File: src/rtl/completion_ram_writer_pkg.sv
`default_nettype none
// ============================================================================
// Module  : completion_ram_writer_pkg
// Desc    : Shared state encoding, error bit indices and dword-enable popcount
//           for the completion RAM writer.
// Rev     : 1.0 - initial release
// ============================================================================
package completion_ram_writer_pkg;

  typedef enum logic [1:0] {
    ST_IDLE  = 2'd0,
    ST_WRITE = 2'd1,
    ST_DONE  = 2'd2
  } state_t;

  localparam int c_err_overrun  = 0;
  localparam int c_err_misalign = 1;
  localparam int c_err_timeout  = 2;

  localparam int c_dw_per_beat = 256 / 32;
  // Widest bus handled by the popcount helper (2048-bit beat).
  localparam int c_max_dw = 64;

  function automatic logic [6:0] popcount_dw(input logic [c_max_dw-1:0] dw_en);
    logic [6:0] cnt;
    cnt = '0;
    for (int i = 0; i < c_max_dw; i++) begin
      cnt = cnt + {6'd0, dw_en[i]};
    end
    return cnt;
  endfunction

endpackage
`default_nettype wire

File: src/rtl/completion_be_mask.sv
`default_nettype none
// ============================================================================
// Module  : completion_be_mask
// Desc    : Counts dwords in a beat, clips them to the remaining length and
//           substitutes the last-dword byte enables on the final dword.
// Rev     : 1.0 - initial release
// ============================================================================
module completion_be_mask
  import completion_ram_writer_pkg::*;
#(
  parameter int NVME_DATA_WIDTH = 256,
  parameter int LEN_WIDTH       = 12
) (
  input  logic [NVME_DATA_WIDTH/8-1:0] i_be,
  input  logic [LEN_WIDTH-1:0]         i_remaining,
  input  logic [3:0]                   i_lbe,
  input  logic                         i_last,
  output logic [LEN_WIDTH-1:0]         o_beat_dw,
  output logic [LEN_WIDTH-1:0]         o_wr_dw,
  output logic [NVME_DATA_WIDTH/8-1:0] o_wr_be
);

  localparam int c_dw = NVME_DATA_WIDTH / 32;

  logic [c_max_dw-1:0] w_dw_en;

  for (genvar gi = 0; gi < c_max_dw; gi++) begin : g_dw_en
    if (gi < c_dw) begin : g_used
      assign w_dw_en[gi] = |i_be[4*gi +: 4];
    end else begin : g_pad
      assign w_dw_en[gi] = 1'b0;
    end
  end

  assign o_beat_dw = LEN_WIDTH'(popcount_dw(w_dw_en));
  assign o_wr_dw   = (o_beat_dw > i_remaining) ? i_remaining : o_beat_dw;

  always_comb begin
    o_wr_be = '0;
    for (int i = 0; i < c_dw; i++) begin
      if (LEN_WIDTH'(i) < o_wr_dw) begin
        o_wr_be[4*i +: 4] = i_be[4*i +: 4];
      end
      if (i_last && (LEN_WIDTH'(i) == o_wr_dw - LEN_WIDTH'(1))) begin
        o_wr_be[4*i +: 4] = i_lbe;
      end
    end
  end

endmodule
`default_nettype wire

File: src/rtl/completion_ram_writer.sv
`default_nettype none
// ============================================================================
// Module  : completion_ram_writer
// Desc    : Writes a realigned completion stream into the data buffer RAM and
//           reports one status word per read command. Optional idle timeout
//           is enabled with the CPL_TIMEOUT_EN macro.
// Rev     : 1.0 - initial release
// ============================================================================
module completion_ram_writer
  import completion_ram_writer_pkg::*;
#(
  parameter int NVME_DATA_WIDTH = 256,
  parameter int RAM_ADDR_WIDTH  = 10,
  parameter int LEN_WIDTH       = 12,
  parameter int TIMEOUT_CYCLES  = 65535
) (
  input  logic                         clk,
  input  logic                         rstn,
  input  logic                         srst,
  input  logic                         cmd_valid,
  input  logic [RAM_ADDR_WIDTH-1:0]    cmd_addr,
  input  logic [LEN_WIDTH-1:0]         cmd_len,
  output logic                         cmd_ready,
  input  logic                         in_valid,
  input  logic                         in_sof,
  input  logic                         in_eof,
  input  logic [3:0]                   in_lbe,
  input  logic [NVME_DATA_WIDTH/8-1:0] in_be,
  input  logic [NVME_DATA_WIDTH-1:0]   in_data,
  output logic                         in_ready,
  output logic                         ram_wr_en,
  output logic [RAM_ADDR_WIDTH-1:0]    ram_wr_addr,
  output logic [NVME_DATA_WIDTH/8-1:0] ram_wr_be,
  output logic [NVME_DATA_WIDTH-1:0]   ram_wr_data,
  output logic                         done_valid,
  output logic [LEN_WIDTH-1:0]         done_len,
  output logic [2:0]                   done_err,
  input  logic                         done_ready
);

  localparam logic [LEN_WIDTH-1:0] c_dw_full = LEN_WIDTH'(NVME_DATA_WIDTH / 32);

  state_t                      r_state, w_state_nxt;
  logic [RAM_ADDR_WIDTH-1:0]   r_wr_ptr;
  logic [LEN_WIDTH-1:0]        r_remaining, r_done_len;
  logic [2:0]                  r_err;
  logic [3:0]                  r_lbe;

  logic                        w_cmd_acc, w_beat_acc, w_last, w_term, w_timeout;
  logic [LEN_WIDTH-1:0]        w_cmd_len, w_beat_dw, w_wr_dw, w_rem_after;
  logic [NVME_DATA_WIDTH/8-1:0] w_wr_be;
  logic [3:0]                  w_lbe;

  assign w_cmd_acc   = cmd_valid & cmd_ready;
  assign w_beat_acc  = in_valid & in_ready;
  assign w_cmd_len   = (cmd_len == '0) ? LEN_WIDTH'(1) : cmd_len;
  // The sof beat carries its own lbe; later beats of the TLP use the latched copy.
  assign w_lbe       = in_sof ? in_lbe : r_lbe;
  assign w_last      = (r_remaining != '0) && (w_beat_dw >= r_remaining);
  assign w_rem_after = r_remaining - w_wr_dw;
  assign w_term      = w_beat_acc && in_eof && (w_rem_after == '0);

  completion_be_mask #(
    .NVME_DATA_WIDTH (NVME_DATA_WIDTH),
    .LEN_WIDTH       (LEN_WIDTH)
  ) u_be_mask (
    .i_be        (in_be),
    .i_remaining (r_remaining),
    .i_lbe       (w_lbe),
    .i_last      (w_last),
    .o_beat_dw   (w_beat_dw),
    .o_wr_dw     (w_wr_dw),
    .o_wr_be     (w_wr_be)
  );

`ifdef CPL_TIMEOUT_EN
  localparam logic [LEN_WIDTH+3:0] c_timeout = (LEN_WIDTH+4)'(TIMEOUT_CYCLES);
  logic [LEN_WIDTH+3:0] r_idle;

  always_ff @(posedge clk or negedge rstn) begin
    if (!rstn) begin
      r_idle <= '0;
    end else if (srst || (r_state != ST_WRITE) || w_beat_acc) begin
      r_idle <= '0;
    end else if (r_idle != c_timeout) begin
      r_idle <= r_idle + (LEN_WIDTH+4)'(1);
    end
  end

  assign w_timeout = (r_state == ST_WRITE) && !w_beat_acc && (r_idle == c_timeout);
`else
  assign w_timeout = 1'b0;
`endif

  always_ff @(posedge clk or negedge rstn) begin
    if (!rstn) begin
      r_state <= ST_IDLE;
    end else if (srst) begin
      r_state <= ST_IDLE;
    end else begin
      r_state <= w_state_nxt;
    end
  end

  always_comb begin
    w_state_nxt = r_state;
    case (r_state)
      ST_IDLE:  if (cmd_valid)            w_state_nxt = ST_WRITE;
      ST_WRITE: if (w_term || w_timeout)  w_state_nxt = ST_DONE;
      ST_DONE:  if (done_ready)           w_state_nxt = ST_IDLE;
      default:                            w_state_nxt = ST_IDLE;
    endcase
  end

  always_comb begin
    cmd_ready  = 1'b0;
    in_ready   = 1'b0;
    done_valid = 1'b0;
    case (r_state)
      ST_IDLE:  cmd_ready  = 1'b1;
      ST_WRITE: in_ready   = 1'b1;
      ST_DONE:  done_valid = 1'b1;
      default:  ;
    endcase
  end

  always_ff @(posedge clk or negedge rstn) begin
    if (!rstn) begin
      r_wr_ptr    <= '0;
      r_remaining <= '0;
      r_done_len  <= '0;
      r_err       <= '0;
      r_lbe       <= '0;
      ram_wr_en   <= 1'b0;
      ram_wr_addr <= '0;
      ram_wr_be   <= '0;
      ram_wr_data <= '0;
    end else if (srst) begin
      r_wr_ptr    <= '0;
      r_remaining <= '0;
      r_done_len  <= '0;
      r_err       <= '0;
      r_lbe       <= '0;
      ram_wr_en   <= 1'b0;
      ram_wr_addr <= '0;
      ram_wr_be   <= '0;
      ram_wr_data <= '0;
    end else begin
      ram_wr_en <= 1'b0;
      if (w_cmd_acc) begin
        r_wr_ptr    <= cmd_addr;
        r_remaining <= w_cmd_len;
        r_done_len  <= '0;
        r_err       <= '0;
      end
      if (w_beat_acc) begin
        r_wr_ptr    <= r_wr_ptr + RAM_ADDR_WIDTH'(1);
        r_remaining <= w_rem_after;
        r_done_len  <= r_done_len + w_wr_dw;
        if (in_sof) r_lbe <= in_lbe;
        if (w_beat_dw > r_remaining) r_err[c_err_overrun] <= 1'b1;
        if (in_eof && (w_beat_dw < c_dw_full) && (w_rem_after != '0)) begin
          r_err[c_err_misalign] <= 1'b1;
        end
        ram_wr_en   <= (w_wr_dw != '0);
        ram_wr_addr <= r_wr_ptr;
        ram_wr_be   <= w_wr_be;
        ram_wr_data <= in_data;
      end
      if (w_timeout) r_err[c_err_timeout] <= 1'b1;
    end
  end

  assign done_len = r_done_len;
  assign done_err = r_err;

endmodule
`default_nettype wire

File: config.mk
export PLATFORM = sky130hd
export DESIGN_NAME = completion_ram_writer
export DESIGN_NICKNAME = d
export VERILOG_FILES = /design/src/rtl/completion_ram_writer_pkg.sv /design/src/rtl/completion_be_mask.sv /design/src/rtl/completion_ram_writer.sv
export SDC_FILE = /design/constraint.sdc
export NUM_CORES = 1
export LEC_CHECK = 0
export CAP_MARGIN = 15
export CORE_AREA = 2 2 252 254
export CTS_CLUSTER_DIAMETER = 80
export DETAILED_ROUTE_END_ITERATION = 16
export DIE_AREA = 0 0 254 256
export MAX_ROUTING_LAYER = met4
export PLACE_DENSITY = 0.53
export SETUP_SLACK_MARGIN = 0.1
export SLEW_MARGIN = 10
export SYNTH_ARGS = -nofsm -noshare
export SYNTH_HDL_FRONTEND = slang
export SYNTH_SLANG_ARGS = --single-unit
File: constraint.sdc
create_clock -name clk -period 8.44 [get_ports clk]
set_input_delay 2.532 -clock clk [delete_from_list [all_inputs] [get_ports clk]]
set_output_delay 2.532 -clock clk [all_outputs]
set_load 0.01 [all_outputs]
---- Word-level counts from Yosys, hierarchy flattened ----
Index checks and enable logic that the tools add are counted.
storage, ports and cells
  logic and storage cells ................. 130
  input bits .............................. 322
  bits in registers ....................... 342
operators by class
  multiplexer cells ....................... 51
  bitwise logic cells ..................... 2
  reduce and logical (&&, ||, !) cells .... 32
  eq/ne operators ......................... 12
  add/sub/neg operators ................... 11
  magnitude comparators ................... 11
operators by type and width
  operator                                                    number
  two-way mux 256 bit                                         2
  two-way mux 12 bit                                          8
  two-way mux 4 bit                                           19
  two-way mux 32 bit                                          2
  two-way mux 10 bit                                          5
  equality test 3 x 12 -> 1 bit, first input constant         4
  less-than comparator 3 x 12 -> 1 bit, first input constant  4
  adder 7 x 1 -> 7 bit                                        6
  logical NOT 12 bit                                          3
  nonzero test 12 bit                                         3
  OR reduction 4 bit                                          8
  equality test 2 x 12 -> 1 bit, first input constant         2
  less-than comparator 1 x 12 -> 1 bit, first input constant  2
  less-than comparator 2 x 12 -> 1 bit, first input constant  2
  logical AND 1 bit                                           13
  adder 12 bit                                                1
  equality test 1 x 12 -> 1 bit, first input constant         1
  greater-or-equal comparator 7 x 12 -> 1 bit                 1
  > comparator 7 x 12 -> 1 bit                                1
  subtractor 12 x 1 -> 12 bit, second input constant          1
  subtractor 12 bit                                           1
  adder 10 x 1 -> 10 bit, second input constant               1
  two-way mux 2 bit                                           5
  != test 3 bit, second input constant                        3
  other kinds (12)                                            21

---- Longest topological paths before layout ----
  depth in word-level cells ............... 16
  gate-level depth with buffers ........... 26
  mapped depth without buffers ............ 25

---- Hierarchy ----
Synthesis repeated with hierarchy kept, for this count alone.
second synthesis, totals
  cell total of the unflattened synthesis .. 1916
  area, all modules ....................... 16483.3 sq um
by module, submodules not included
  module                 cells each  seq. area each (sq um)  area each (sq um)  instances
  completion_ram_writer  1718        8533.2                  15124.5            1
  completion_be_mask     198         0.0                     1358.8             1

---- Worst setup path after synthesis ----
Ideal clock, no wire load.
  path type ............................... input to register
  start point ............................. input port in_be[1]
  end point ............................... register r_remaining[9]
  path slack .............................. -906 ps
  library setup time ...................... 82 ps
  buffers on the path ..................... 1
  data required time ...................... 8358 ps
  stages on the path ...................... 24
  data arrival time ....................... 9264 ps
  path through ............................ or4_1 > ha_1 > fa_1 > inv_1 > fa_1 > fa_1 > fa_1 > xor2_1 > inv_1 > ha_1 > nand4_1 > nand4b_1 > a21o_1 > buf_1 > nand2_1 > a21boi_0 > inv_1 > ha_1 > nor2b_1 > o31a_1 > nor3_1 > nand2_1 > or4_1 > a31oi_1
on the way
  word-level cells in the longest chain between the ends .. 13
RTL lines
  item                                  line                             RTL
  from (decl)                           completion_ram_writer.sv:28      input logic [NVME_DATA_WIDTH/8-1:0] in_be,
  OR reduction 4 bit *                  completion_be_mask.sv:29         assign w_dw_en[gi] = |i_be[4*gi +: 4];
  adder 1 x 1 -> 2 bit *                completion_ram_writer_pkg.sv:28  cnt = cnt + {6'd0, dw_en[i]};
  adder 7 x 1 -> 7 bit * (6 in series)  completion_ram_writer_pkg.sv:28
  > comparator 7 x 12 -> 1 bit          completion_be_mask.sv:36         assign o_wr_dw = (o_beat_dw > i_remaining) ? i_remaining : o_beat_dw;
  two-way mux 12 bit *                  completion_be_mask.sv:36
  subtractor 12 bit *                   completion_ram_writer.sv:60      assign w_rem_after = r_remaining - w_wr_dw;
  two-way mux 12 bit *                  completion_ram_writer.sv:156     if (w_beat_acc) begin
  two-way mux 12 bit *                  completion_ram_writer.sv:138     end else if (srst) begin
  to (signal assigned)                  completion_ram_writer.sv:152     r_remaining <= w_cmd_len;
  to (signal assigned)                  completion_ram_writer.sv:158     r_remaining <= w_rem_after;
  to (decl)                             completion_ram_writer.sv:45      logic [LEN_WIDTH-1:0] r_remaining, r_done_len;
Mark *: on every way between the ends. The rest lies on a longest branch, timed or not.
A chain may end at the register's enable or synchronous reset.

---- Worst setup path after layout ----
  start point ............................. input port in_be[9]
  end point ............................... register r_done_len[10] (netlist: done_len[10])
on the way
  word-level cells in the longest chain between the ends .. 12
RTL lines
  item                                  line                             RTL
  OR reduction 4 bit *                  completion_be_mask.sv:29
  adder 7 x 1 -> 7 bit * (6 in series)  completion_ram_writer_pkg.sv:28
  > comparator 7 x 12 -> 1 bit          completion_be_mask.sv:36
  two-way mux 12 bit *                  completion_be_mask.sv:36
  adder 12 bit *                        completion_ram_writer.sv:159     r_done_len <= r_done_len + w_wr_dw;
  two-way mux 12 bit *                  completion_ram_writer.sv:156
  two-way mux 12 bit *                  completion_ram_writer.sv:138
  to (signal assigned)                  completion_ram_writer.sv:159
  to (decl)                             completion_ram_writer.sv:45
Marks and branches as above.

==> results.toml <==
[detailed_routing]
route.detailed.wl_per_inst_um = 18.9
drt_iter0_drc = 1014
post-route-drc-count = 0
drt.antenna.violating_nets = 0
viasPerCell = 4.62
firstDrtPassIters = 5
num_vias = 15100
routed_wl_um = 62000

[synth]
async_flop_share = 1.00
synthFlopType = "dfrtp_1"
syn_area_um2 = 15500
synth_edf_count = 0
ys_ff_latch = 341
syn_avg_cell_area_um2 = 8.91
synth_cells = 1739
synth_cell_type_count = 66
ys_warn_count = 0
yosysSeqAreaShare = 0.551

[timing]
drv_slew = 0
fin_crit_sh = 0.970
fmax_mhz = 122
slew_headroom = 0.119
finClkSkew_ps = 22.9
worst_pin_slew_ps = 1320
hold_ws_ps = 484
finalSetupViolCount = 0
min_period_ps = 8180
grt_setup_unrepaired = "false"
setup_slack_ps = 255
finalHoldViolations = 0

[pwr]
leakage_uw = 0.0101
power_density_nw_per_um2 = 185
irDropWorstVdd_v = 0.000110

[worst_setup_path]
rr_startpoint = "r_remaining[1]"
worstPathMaxFanout = 7
reg2reg_slack_ps = 4270
crit_arrival_ps = 8640
critPathCapture = "done_len[10]"
critPathLaunchType = "input pin"
cp-startpoint = "in_be[9]"
reg2regPathDepth = 15
r2r-end = "done_len[10]"
worstSetupPathType = "input pin to register"
worstPathRequired_ps = 8900
crit_path_end_kind = "register"

[clock_network]
htreeDepth = 2
cts_buffers = 43
root_buffer = "clkbuf_16"
clk_pin_slew_ps = 60
clkSinkCount = 341
clockBufferDepth = 3
clk_latency_ps = 570
cts_tree = "done"
cts_hold_buf = 0

[floorplanning]
start_util = 0.248
die_w_um = 254
die_h_um = 256
num_rows = 92
ios = 639
dieArea_um2 = 65000
coreArea_um2 = 62400

[finish]
syn2layout_area_growth_pct = 59.7
final_nets = 2736
final_cell_mix = "clkdlybuf4s50_1, nand2_1, dfrtp_1, a21oi_1, buf_4"
drive_above_1_share = 0.0795
fin_area_um2 = 24700
final_common_cell = "clkdlybuf4s50_1"

[global_routing]
grt_use_total = 0.191
grt_remaining_overflow = 0
grt_pass1_vias = 15500
antenna_found_initial = 7
grt_max_degree = 218
busiest_layer = "met2"
grt_pass1_wl_um = 93800
grtUsageMet2 = 0.323
met1_usage = 0.224
met3_usage = 0.0518

[placement]
dpl_worst_slack_ps = -735
io_buffers = 637
place_area_um2 = 23100
hpwl_um = 43200
gp_congestion = 0.887

[run]
drv_cap = 0

[hold_path]
hp-class = "register to register"

[outcome]
status = "complete, no violations"
sequential cells by signal, summed over array words and instances, names as in the netlist:
| register | flops |
|---|---|
| r_lbe | 4 |
| ram_wr_en | 1 |
| done_len | 12 |
| done_err | 2 |
| r_remaining | 12 |
| r_wr_ptr | 10 |
| ram_wr_addr | 10 |
| ram_wr_be | 32 |
| ram_wr_data | 256 |
| r_state | 2 |
per-stage QoR:
step / setup TNS, ps / std cells / utilization / total power (uW)
3_3_place_gp: -6070 / 3174 / 0.371 / 2750
6_report: 0 / 3272 / 0.397 / 4570
3_5_place_dp: -8060 / 3174 / 0.371 / 2760
5_1_grt: 0 / 3269 / 0.396 / 4800
4_1_cts: 0 / 3258 / 0.394 / 4620
2_1_floorplan: -651 / 1746 / - / 2230
synth_stat cells (all sizes together) (4+ instances only):
library cell  number  share of area
a22oi              6         0.0029
a221oi             5         0.0028
dfrtp            341           0.55
a311oi             9         0.0051
a21oi            296          0.096
fa                 6         0.0078
or3                6         0.0027
nor2b             11         0.0044
nor4               8         0.0032
clkbuf           113          0.027
mux2               8         0.0058
nand3             20         0.0065
and3               5         0.0020
nor2              50          0.012
xor2               7         0.0040
o21ai             32          0.010
mux2i              4         0.0026
inv               19         0.0046
a21o               5         0.0024
buf                7         0.0033
a32o               4         0.0026
nand2            599           0.15
o31a               4         0.0023
a2111oi            8         0.0049
o211ai            13         0.0066
a211oi            10         0.0048
a32oi              4         0.0023
a221o             16          0.010
o311ai             5         0.0051
or4                7         0.0036
o31ai              4         0.0026
a31oi              8         0.0032
ha                23          0.019
nor3              37          0.012
report_power, final:
group | switching [uW] | internal (uW) | leakage (uW)
Clock | 732 | 1070 | 0.000659
Combinational | 503 | 503 | 0.00476
Sequential | 55.2 | 1710 | 0.00467
Total | 1290 | 3280 | 0.0101
kinds of logic (layout without fill, tap and decap cells):
group | count (synthesis) | count (layout) | synth area share
DFF | 341 | 341 | 0.551
buffers and inverters | 141 | 811 | 0.0358
and+or+nand+nor | 760 | 760 | 0.200
other | 1 | 18 | 0.000242
adders and majority gates | 29 | 29 | 0.0263
xor gates and xnor gates | 8 | 8 | 0.00452
AOI/OAI and AO/OA | 447 | 447 | 0.174
muxes | 12 | 12 | 0.00840
layer usage:
layer,vias to the layer above,share of wire
li1,7219,-
met1,7357,0.40
met2,470,0.50
met3,75,0.071
met4,0,0.021
met5,-,0
timing repair:
| item | 4_1_cts | 5_1_grt |
|---|---|---|
| hold endpoints to repair | 0 | 0 |
| endpoints found under the setup margin | 6 | 17 |
| setup buffers | 8 | 4 |
| resized for setup | 10 | 25 |
| pin swaps | 9 | 11 |
worst max-delay path, cell delays in order:
cell             delay, ps
clkdlybuf4s50_1        440
or4_4                  550
fa_1                   490
inv_1                   60
fa_1                   460
fa_2                   380
fa_2                   430
xor2_2                 180
inv_2                   60
ha_1                   280
nand4_1                110
nand4b_1               150
buf_4                  190
a21oi_4                200
nor2_2                  70
a21o_1                 210
ha_4                   230
nor2b_2                150
o31a_1                 340
o311ai_4               390
a2111oi_4              130
or3_1                  350
a32o_1                 250
area by class of cell:
type / instances / area [um2]
sequential: 341 / 8530
multi-input combinational: 1264 / 6640
fill: 6282 / 37700
timing repair buffer: 714 / 7050
clock buffer: 67 / 1240
clock inverter: 9 / 114
inverter: 21 / 81.3
antenna: 10 / 25.0
tap: 846 / 1060
how the worst min path moves through the flow:
| stage | from | end | slack [ps] | depth (start not counted) |
|---|---|---|---|---|
| global route | r_lbe[0] | r_lbe[0] | 500 | 2 |
| finish | r_lbe[0] | r_lbe[0] | 480 | 2 |
| global placement | r_lbe[0] | r_lbe[0] | 470 | 2 |
| detailed placement | r_lbe[0] | r_lbe[0] | 470 | 2 |
| floorplan | r_lbe[0] | r_lbe[0] | 440 | 2 |
| CTS | r_lbe[0] | r_lbe[0] | 490 | 2 |
Power figures use the tool's default switching activity.
